**config.mk**
```make
export PLATFORM = sky130hd
export DESIGN_NAME = mips_cpu_lsu
export DESIGN_NICKNAME = d
export VERILOG_FILES = /design/src/rtl/mips_cpu_pkg.sv /design/src/rtl/mips_cpu_lsu_format.sv /design/src/rtl/mips_cpu_lsu.sv
export SDC_FILE = /design/constraint.sdc
export NUM_CORES = 1
export LEC_CHECK = 0
export CAP_MARGIN = 20
export CORE_MARGIN = 1.5
export CORE_UTILIZATION = 46
export DETAILED_ROUTE_END_ITERATION = 6
export PLACE_DENSITY = 0.78
export REMOVE_ABC_BUFFERS = 1
export SYNTH_ARGS = -nofsm -noshare
export SYNTH_HDL_FRONTEND = slang
export SYNTH_SLANG_ARGS = --single-unit
export TNS_END_PERCENT = 100
```
**constraint.sdc**
```tcl
create_clock -name clk -period 11.14 [get_ports clk]
set_clock_uncertainty 0.05 [all_clocks]
set_input_delay 1.114 -clock clk [delete_from_list [all_inputs] [get_ports clk]]
set_output_delay 1.114 -clock clk [all_outputs]
set_load 0.005 [all_outputs]
```
**src/rtl/mips_cpu_pkg.sv**
```systemverilog
// Shared encodings for the memory stage: load/store size codes and LSU state.
package mips_cpu_pkg;

    localparam logic [2:0] LC_LB   = 3'b000;
    localparam logic [2:0] LC_LBU  = 3'b001;
    localparam logic [2:0] LC_LH   = 3'b010;
    localparam logic [2:0] LC_LHU  = 3'b011;
    localparam logic [2:0] LC_RSVD = 3'b100;
    localparam logic [2:0] LC_LW   = 3'b101;
    localparam logic [2:0] LC_LWL  = 3'b110;
    localparam logic [2:0] LC_LWR  = 3'b111;

    localparam logic [1:0] SS_B    = 2'b00;
    localparam logic [1:0] SS_H    = 2'b01;
    localparam logic [1:0] SS_W    = 2'b10;
    localparam logic [1:0] SS_RSVD = 2'b11;

    typedef enum logic [1:0] {
        ST_IDLE,
        ST_BUS,
        ST_DONE
    } lsu_state_t;

endpackage

```
**src/rtl/mips_cpu_lsu_format.sv**
```systemverilog
// Combinational load-data formatter: byte/halfword extension and LWL/LWR merge.
// Zero latency; no flow control (pure function of its inputs).
module mips_cpu_lsu_format
    import mips_cpu_pkg::*;
(
    input  logic [2:0]  loadcontrol,
    input  logic [1:0]  k,
    input  logic [31:0] w,
    input  logic [31:0] rt_old,
    output logic [31:0] rdata_next
);

    logic [7:0]  b;
    logic [15:0] h;

    always_comb begin
        b          = w[{k, 3'b000} +: 8];
        h          = k[1] ? w[31:16] : w[15:0];
        rdata_next = w;
        case (loadcontrol)
            LC_LB:  rdata_next = {{24{b[7]}}, b};
            LC_LBU: rdata_next = {24'h0, b};
            LC_LH:  rdata_next = {{16{h[15]}}, h};
            LC_LHU: rdata_next = {16'h0, h};
            // Unaligned-word halves: memory bytes land at the top (LWL) or bottom (LWR) of rt.
            LC_LWL: begin
                case (k)
                    2'd0:    rdata_next = {w[7:0],  rt_old[23:0]};
                    2'd1:    rdata_next = {w[15:0], rt_old[15:0]};
                    2'd2:    rdata_next = {w[23:0], rt_old[7:0]};
                    default: rdata_next = w;
                endcase
            end
            LC_LWR: begin
                case (k)
                    2'd0:    rdata_next = w;
                    2'd1:    rdata_next = {rt_old[31:24], w[31:8]};
                    2'd2:    rdata_next = {rt_old[31:16], w[31:16]};
                    default: rdata_next = {rt_old[31:8],  w[31:24]};
                endcase
            end
            default: rdata_next = w;
        endcase
    end

endmodule

```
**src/rtl/mips_cpu_lsu.sv**
```systemverilog
// Load/store unit: one data-bus transaction per memory instruction, pipeline stalled meanwhile.
// Latency 2 cycles to done plus one per waitrequest cycle; bus held stable under waitrequest.
// LSU_ALIGN_CHECK_EN enables misaligned halfword/word detection (err pulse, no bus access).
module mips_cpu_lsu
    import mips_cpu_pkg::*;
#(
    parameter int ADDR_W = 32,
    parameter int DATA_W = 32
) (
    input  logic              clk,
    input  logic              reset,
    input  logic              req_valid,
    input  logic              mem_read,
    input  logic              mem_write,
    input  logic [2:0]        loadcontrol,
    input  logic [1:0]        store_size,
    input  logic [ADDR_W-1:0] addr,
    input  logic [DATA_W-1:0] wdata,
    input  logic [DATA_W-1:0] rt_old,
    output logic              stall,
    output logic              done,
    output logic              rdata_valid,
    output logic [DATA_W-1:0] rdata,
    output logic              err,
    output logic [ADDR_W-1:0] avm_address,
    output logic              avm_read,
    output logic              avm_write,
    output logic [3:0]        avm_byteenable,
    output logic [DATA_W-1:0] avm_writedata,
    input  logic              avm_waitrequest,
    input  logic [DATA_W-1:0] avm_readdata
);

    lsu_state_t  state;
    logic [2:0]  lc_q;
    logic [1:0]  k_q;
    logic [31:0] rt_q;
    logic        load_q;

    logic        accept;
    logic        misalign;
    logic        bad;
    logic [3:0]  be_next;
    logic [31:0] wd_next;
    logic [31:0] rdata_next;

    always_comb begin
        accept   = (state == ST_IDLE) && req_valid && (mem_read || mem_write);
        misalign = 1'b0;
`ifdef LSU_ALIGN_CHECK_EN
        if (mem_write)
            misalign = ((store_size == SS_H) && addr[0]) ||
                       ((store_size == SS_W) && (addr[1:0] != 2'b00));
        else
            misalign = (((loadcontrol == LC_LH) || (loadcontrol == LC_LHU)) && addr[0]) ||
                       ((loadcontrol == LC_LW) && (addr[1:0] != 2'b00));
`endif
        bad   = (mem_write ? (store_size == SS_RSVD) : (loadcontrol == LC_RSVD)) || misalign;
        err   = accept && bad;
        stall = accept || (state == ST_BUS);
    end

    always_comb begin
        be_next = 4'b0000;
        wd_next = 32'h0;
        if (mem_write) begin
            case (store_size)
                SS_B: begin
                    be_next = 4'b0001 << addr[1:0];
                    wd_next = {4{wdata[7:0]}};
                end
                SS_H: begin
                    be_next = addr[1] ? 4'b1100 : 4'b0011;
                    wd_next = {2{wdata[15:0]}};
                end
                SS_W: begin
                    be_next = 4'b1111;
                    wd_next = wdata;
                end
                default: ;
            endcase
        end else begin
            case (loadcontrol)
                LC_LB, LC_LBU: be_next = 4'b0001 << addr[1:0];
                LC_LH, LC_LHU: be_next = addr[1] ? 4'b1100 : 4'b0011;
                LC_LW:         be_next = 4'b1111;
                LC_LWL:        be_next = 4'b1111 >> (2'd3 - addr[1:0]);
                LC_LWR:        be_next = 4'b1111 << addr[1:0];
                default: ;
            endcase
        end
    end

    mips_cpu_lsu_format u_format (
        .loadcontrol (lc_q),
        .k           (k_q),
        .w           (avm_readdata),
        .rt_old      (rt_q),
        .rdata_next  (rdata_next)
    );

    always_ff @(posedge clk or posedge reset) begin
        if (reset) begin
            state          <= ST_IDLE;
            lc_q           <= 3'b000;
            k_q            <= 2'b00;
            rt_q           <= 32'h0;
            load_q         <= 1'b0;
            done           <= 1'b0;
            rdata_valid    <= 1'b0;
            rdata          <= '0;
            avm_address    <= '0;
            avm_read       <= 1'b0;
            avm_write      <= 1'b0;
            avm_byteenable <= 4'b0000;
            avm_writedata  <= '0;
        end else begin
            case (state)
                ST_IDLE: begin
                    done        <= 1'b0;
                    rdata_valid <= 1'b0;
                    if (accept) begin
                        lc_q   <= loadcontrol;
                        k_q    <= addr[1:0];
                        rt_q   <= rt_old;
                        load_q <= !mem_write;
                        // Rejected accesses skip the bus but still retire through DONE.
                        if (bad) begin
                            state <= ST_DONE;
                            done  <= 1'b1;
                        end else begin
                            state          <= ST_BUS;
                            avm_read       <= !mem_write;
                            avm_write      <= mem_write;
                            avm_address    <= {addr[ADDR_W-1:2], 2'b00};
                            avm_byteenable <= be_next;
                            avm_writedata  <= wd_next;
                        end
                    end
                end
                ST_BUS: begin
                    if (!avm_waitrequest) begin
                        if (load_q)
                            rdata <= rdata_next;
                        rdata_valid    <= load_q;
                        done           <= 1'b1;
                        avm_read       <= 1'b0;
                        avm_write      <= 1'b0;
                        avm_address    <= '0;
                        avm_byteenable <= 4'b0000;
                        avm_writedata  <= '0;
                        state          <= ST_DONE;
                    end
                end
                default: begin
                    done        <= 1'b0;
                    rdata_valid <= 1'b0;
                    state       <= ST_IDLE;
                end
            endcase
        end
    end

endmodule
```
==> metrics.md, run 1 <==
| Metric | Value |
|---|---|
| Status | `finished, final reports clean` |
| Startpoint class of the critical path | `input port` |
| Max Fclk | `0.221 GHz` |
| WP data required | `9.98 ns` |
| Most common cell after layout, fill and taps aside | `clkdlybuf4s50_1` |
| Critical path class | `input port to output port` |
| CTS Sinks | `142` |
| Asr flop ratio synth | `1.00` |
| Dpl cells | `1285` |
| TritonCTS clock tree | `done` |
| R2R setup slack | `8.05 ns` |
| Drt total wl | `25.7 mm` |
| Crit path depth | `5` |
| Reg2reg end | `rdata[19]$_DFFE_PP0P_` |
| CP Max Fanout | `11` |
| Endpoints failing setup | `0` |
| Crit path to | `err` |
| Vias | `7557` |
| Top_reg_cell synth | `dfrtp_1` |
| RSZ-0062 raised after global routing | `no` |
| GP Congestion | `0.867` |
| Delay of the slowest cell on the worst path | `0.69 ns` |
| Setup ws final | `6.61 ns` |
| CTS Buf Count | `17` |
| Most frequent cells in the layout | `242 x clkdlybuf4s50_1, 160 x nand2_1, 140 x dfrtp_1` |
| Antenna violations before repair | `0` |
| Remaining antenna violation count | `0` |
| Crit path from | `mem_write` |
| DR pass1 iterations | `5` |
| Nets | `1218` |
| CP max stage cell | `clkdlybuf4s50_1` |
| Initial Util | `0.472` |
| Clk Tree Root Cell | `clkbuf_16` |
| Ys Warns | `0` |
| Slew HR | `0.247` |
| Hpwl dp | `17.0 mm` |
| Critical path arrival | `3.36 ns` |
| Reg clk slew, reported paths | `0.06 ns` |
| Ports | `245` |
| R2r worst-path depth | `5` |
| # rows | `48` |
| EDFF count, synth | `0` |
| Layout cells sized above 1 | `0.0888` |
| Core Area | `17400 sq um` |
| # Max-Cap Violations | `0` |
| Fin crit share | `0.406` |
| Die footprint | `18600 sq um` |
| Post-Syn Area per Cell | `9.26 sq um` |
| Final TNS setup | `0 ns` |
| CP Cell Sequence | `clkdlybuf4s50_1 -> o21ai_0 -> or3_1 -> nor2_1 -> clkdlybuf4s50_1` |
| Number of global-route vias before repair | `7408` |
| HP Class | `register to register` |
| Gr ovfl total | `0` |
| Post-CTS setup buffers | `0` |
| DRC | `0` |
| Register area share after synthesis | `0.434` |
| CP bufs+invs | `2` |
| Latest clock arrival within the worst-skew pair | `0.42 ns` |
| Crit end category | `output port` |
| First DRT Iteration DRCs | `517` |
| Post-CTS Hold Fix Bufs | `0` |
| Height of the die | `136 microns` |
| Final hold violation count | `0` |
| Synth Cell Area | `8190 sq um` |
| Dpl ws | `6.69 ns` |
| FF-to-FF Start | `k_q[1]$_DFFE_PP0P_` |
| Post-Layout Cell Count | `1317` |
| Cell seen most often among critical-path stages | `clkdlybuf4s50_1` |
| Period minus WS final | `4.53 ns` |
| Leakage | `0.00500 uW` |
| DR vias/cell | `5.74` |
| Cell family with most CP delay | `buffers and inverters` |
| Slew at the pin closest to its max-slew limit | `1.13 ns` |
| GRT Resource Usage Total | `0.280` |
| Routed WL per cell | `19.5 microns` |
| Netlist cell types | `57` |
| Die X | `136 microns` |
| #FFs+latches synth | `142` |
| I/O Buffers | `242` |
| VDD IR max | `135 uV` |
| Diodes inserted | `0` |
| Synth Instances | `884` |
| Area Overhead vs Synth | `37.1%` |
| First-pass GRT wire length | `39.8 mm` |
| Htree depth | `4` |
| PD cells | `223 nW/um^2` |
| Pins Over Slew Limit | `0` |
| Deepest clock path buffer count | `2` |
| Largest net degree at the start of global routing | `81` |
| Post-CTS sizing | `0` |
## logic make-up (layout without fill, tap and decap cells)
kind of cell,count (synthesis),count (layout),share of synthesized area
buf+inv,117,324,0.0621
other cells,1,2,0.000458
compound gates,236,236,0.192
flops,142,142,0.434
simple gates,277,277,0.157
mux,111,111,0.155
## worst min-delay path by stage
stage	cells after the start	end	start
after floorplan	2	rt_q[24]$_DFFE_PP0P_	rt_q[24]$_DFFE_PP0P_
after global placement	2	rt_q[31]$_DFFE_PP0P_	rt_q[31]$_DFFE_PP0P_
after detailed placement	2	rt_q[7]$_DFFE_PP0P_	rt_q[7]$_DFFE_PP0P_
after CTS	2	rt_q[29]$_DFFE_PP0P_	rt_q[29]$_DFFE_PP0P_
after global routing	2	rt_q[7]$_DFFE_PP0P_	rt_q[7]$_DFFE_PP0P_
final	2	rt_q[27]$_DFFE_PP0P_	rt_q[27]$_DFFE_PP0P_
## final cells by class
class | instances | area (sq um)
fill | 1454 | 6140
multi-input combinational | 626 | 4130
clock inverter | 13 | 133
timing repair buffer | 255 | 2520
clock buffer | 19 | 453
tap | 225 | 282
sequential | 142 | 3560
inverter | 37 | 144
## registers in the layout (all words and copies together), names as in the netlist
signal and cells:
rdata_valid 1, done 1, k_q 2, lc_q 3, avm_byteenable 4, avm_write 1, avm_writedata 32, rt_q 32
state 2, avm_read 1, rdata 32, load_q 1, avm_address 30
## worst min-delay path: cells and delay by family (launching register included)
kind             cells  cell delay [ns]
and+or+nand+nor      2             0.11
DFF                  1             0.34
## synth_stat cells, drive strengths merged (2+ instances only)
| cell | n | share of area |
|---|---|---|
| a211o | 14 | 0.015 |
| a21boi | 2 | 0.0018 |
| a21o | 10 | 0.0092 |
| a21oi | 57 | 0.035 |
| a221oi | 7 | 0.0075 |
| a22o | 17 | 0.018 |
| a22oi | 10 | 0.0092 |
| a31o | 7 | 0.0075 |
| a31oi | 2 | 0.0015 |
| a32oi | 7 | 0.0075 |
| and2 | 3 | 0.0023 |
| and3 | 5 | 0.0038 |
| buf | 38 | 0.026 |
| clkbuf | 42 | 0.019 |
| dfrtp | 142 | 0.43 |
| inv | 37 | 0.017 |
| mux2 | 24 | 0.033 |
| mux2i | 77 | 0.094 |
| mux4 | 10 | 0.028 |
| nand2 | 160 | 0.073 |
| nand2b | 3 | 0.0023 |
| nand3 | 13 | 0.0079 |
| nand3b | 2 | 0.0018 |
| nor2 | 23 | 0.011 |
| nor2b | 25 | 0.019 |
| nor3 | 2 | 0.0012 |
| o21a | 2 | 0.0018 |
| o21ai | 70 | 0.043 |
| o21bai | 2 | 0.0018 |
| o22ai | 3 | 0.0023 |
| o2bb2ai | 16 | 0.017 |
| or3 | 33 | 0.025 |
| or3b | 2 | 0.0021 |
## power by group
| group | total, uW | switching, uW | internal (uW) | leakage, uW |
|---|---|---|---|---|
| clock network | 563 | 239 | 324 | 0.000275 |
| registers | 875 | 164 | 711 | 0.00176 |
| logic | 1060 | 483 | 581 | 0.00296 |
| total | 2500 | 887 | 1620 | 0.00500 |
## routing by layer
layer	vias to the layer above	wire length, microns	GRT usage
met3	38	2600	0.0951
met5	-	0	0
met2	345	12100	0.445
met4	0	554	0.103
met1	3664	10500	0.354
li1	3510	-	-
## stage by stage
stage	total power, uW	hold WS [ns]	instance area (sq um)	utilization
global route	2650	0.441	11200	0.646
finish	2500	0.427	11200	0.646
floorplan	1390	0.392	7820	-
global placement	1910	0.406	10600	0.613
detailed placement	1930	0.413	10600	0.613
CTS	2510	0.429	11200	0.646
Note: power is estimated with default switching activity, not from simulation.
==> inputs of run 2 (changes only) <==
- CORE_UTILIZATION: 46 -> 43
- PLACE_DENSITY: 0.78 -> 0.77
- clock period: 11.14 -> 3.8 ns (I/O delays scaled with it)
==> run 2 against run 1 <==
Effect of this change: utilization fell by 4.3 points; die area rose by 6.8%; global-route usage fell by 1.6 points; total power rose to 2.9 times the previous value; routed wire length fell by 0.32%; non-clock buffer count rose by 8; flip-flop and latch count did not move; worst hold slack got worse by 0.065 ns; first-iteration DRC count rose by 18%; clock power rose to 2.9 times the previous value; final cell count rose by 1.3%; via count rose by 1.2%; critical path type unchanged; largest power group unchanged.
==> metrics.md, run 2 (synthesis gave the netlist of run 1 again) <==
| Metric | Value |
|---|---|
| Status | `finished, final reports clean` |
| Setup ws final | `0.822 ns (-5.79 ns)` |
| Crit path to | `err` |
| Endpoints failing setup | `0 (unchanged)` |
| Reg2reg end | `rdata[5]$_DFFE_PP0P_` |
| Nets | `1226 (+0.66%)` |
| Most frequent cells in the layout | `242 x clkdlybuf4s50_1, 160 x nand2_1, 140 x dfrtp_1` |
| Sequential Power Share | `0.354 (+0.004)` |
| P_int | `4730 uW (+190%)` |
| Routed WL per cell | `19.2 microns (-1.6%)` |
| Crit end category | `output port` |
| TritonCTS clock tree | `done` |
| Reg clk slew, reported paths | `0.06 ns (about the same)` |
| Max Fclk | `0.336 GHz` |
| Regs by FF count | `avm_writedata: 32 flops, rdata: 32 flops, rt_q: 32 flops` |
| Clock power frac | `0.220 (-0.005)` |
| Height of the die | `141 microns (+3.4%)` |
| Number of global-route vias before repair | `7542 (+1.8%)` |
| Vias | `7645 (+1.2%)` |
| Post-CTS Hold Fix Bufs | `0 (unchanged)` |
| CTS Sinks | `142 (unchanged)` |
| Post-CTS setup buffers | `0 (unchanged)` |
| Dpl ws | `0.501 ns (-6.19 ns)` |
| Area Overhead vs Synth | `37.9%` |
| Leakage | `0.00503 uW (+0.69%)` |
| Die X | `141 microns (+3.4%)` |
| GP Congestion | `0.867 (unchanged)` |
| DR vias/cell | `5.73 (-0.12%)` |
| FF-to-FF Start | `k_q[1]$_DFFE_PP0P_` |
| Crit path from | `mem_write` |
| # rows | `50 (+4.2%)` |
| Final hold violation count | `0 (unchanged)` |
| Layout cells sized above 1 | `0.0936 (+0.00481)` |
| Core Util, Final | `0.604 (-0.0429)` |
| Startpoint class of the critical path | `input port` |
| Slew at the pin closest to its max-slew limit | `1.06 ns (-0.0679 ns)` |
| Largest net degree at the start of global routing | `64 (-21%)` |
| Slew HR | `0.292 (+0.0452)` |
| Htree depth | `4 (unchanged)` |
| Ports | `245 (unchanged)` |
| # Max-Cap Violations | `0 (unchanged)` |
| Diodes inserted | `0 (unchanged)` |
| GRT Resource Usage Total | `0.264 (-0.0157)` |
| DR pass1 iterations | `5 (unchanged)` |
| R2R setup slack | `1.24 ns (-6.81 ns)` |
| VDD IR max | `326 uV (+140%)` |
| DRC | `0 (unchanged)` |
| Hpwl dp | `17.2 mm (+1.3%)` |
| Pins Over Slew Limit | `0 (unchanged)` |
| First-pass GRT wire length | `41.1 mm (+3.4%)` |
| Initial Util | `0.438 (-0.0340)` |
| Post-CTS sizing | `0 (unchanged)` |
| Drt total wl | `25.6 mm (-0.32%)` |
| Latest clock arrival within the worst-skew pair | `0.42 ns (about the same)` |
| M1 wire length | `10.7 mm (+1.7%)` |
| Antenna violations before repair | `2 (+2)` |
| Critical path class | `input port to output port` |
| CP Max Fanout | `11 (unchanged)` |
| Deepest clock path buffer count | `2 (unchanged)` |
| Remaining antenna violation count | `0 (unchanged)` |
| Most common cell after layout, fill and taps aside | `clkdlybuf4s50_1` |
| RSZ-0062 raised after global routing | `no` |
| Clk Tree Root Cell | `clkbuf_16` |
| DR top layer | `met5` |
| Die footprint | `19900 sq um (+6.8%)` |
| First DRT Iteration DRCs | `611 (+18%)` |
| Comb power frac | `0.426 (about the same)` |
| Period minus WS final | `2.98 ns` |
| Met2 wire len | `11.7 mm (-2.8%)` |
| CTS Buf Count | `17 (unchanged)` |
| Sw Ratio | `0.354 (about the same)` |
| PD cells | `649 nW/um^2 (+190%)` |
| Gr ovfl total | `0 (unchanged)` |
| Critical path arrival | `2.55 ns (-0.81 ns)` |
| Fin crit share | `0.784` |
| HP Class | `input port to async pin` |
| WP data required | `3.37 ns (-6.61 ns)` |
| I/O Buffers | `242 (unchanged)` |
| Routed length on met3 | `2.64 mm (+1.8%)` |
| Switching pwr | `2600 uW (+190%)` |
| R2r worst-path depth | `5 (unchanged)` |
| Core Area | `18700 sq um (+7.8%)` |
==> run 2: power groups by stage <==
stage               logic, uW  registers [uW]  clock network, uW
floorplan                1460            2610                  0
global placement         3040            2590                  0
detailed placement       3110            2600                  0
CTS                      3130            2590               1630
global route             3430            2670               1710
finish                   3120            2600               1610
==> run 2: critical path, stage by stage <==
cell,delay (ns)
clkdlybuf4s50_1,0.69
o21ai_0,0.37
or3_1,0.42
nor2_1,0.12
clkdlybuf4s50_1,0.56
==> run 2: how the worst min path moves through the flow <==
| stage | startpoint | to | cells past startpoint |
|---|---|---|---|
| 2_1_floorplan | rt_q[24]$_DFFE_PP0P_ | rt_q[24]$_DFFE_PP0P_ | 2 |
| 3_5_place_dp | rt_q[26]$_DFFE_PP0P_ | rt_q[26]$_DFFE_PP0P_ | 2 |
| 3_3_place_gp | rt_q[25]$_DFFE_PP0P_ | rt_q[25]$_DFFE_PP0P_ | 2 |
| 6_report | reset | rdata[6]$_DFFE_PP0P_ | 2 |
| 5_1_grt | reset | rdata[30]$_DFFE_PP0P_ | 2 |
| 4_1_cts | reset | rdata[30]$_DFFE_PP0P_ | 2 |
==> run 2: routing by layer <==
layer / GRT usage / vias to the layer above
met3: 0.0938 / 39
met1: 0.346 / 3706
met4: 0.0905 / 4
li1: - / 3519
met5: 0 / -
met2: 0.408 / 377
==> run 2: area by class of cell <==
type | instances | area (sq um)
Clock buffer | 20 | 447
Clock inverter | 12 | 113
Fill cell | 1586 | 7420
Inverter | 37 | 144
Multi-Input combinational cell | 626 | 4130
Sequential cell | 142 | 3560
Tap cell | 234 | 293
Timing Repair Buffer | 263 | 2610
==> run 2: stage by stage <==
step / std cells / total power, uW / hold WS, ns / area (sq um) / TNS (ns)
2_1_floorplan: 805 / 4080 / 0.392 / 7820 / -92.48
3_3_place_gp: 1302 / 5630 / 0.405 / 10700 / 0
3_5_place_dp: 1302 / 5710 / 0.414 / 10700 / 0
4_1_cts: 1334 / 7360 / 0.402 / 11300 / 0
5_1_grt: 1334 / 7810 / 0.415 / 11300 / 0
6_report: 1334 / 7330 / 0.361 / 11300 / 0
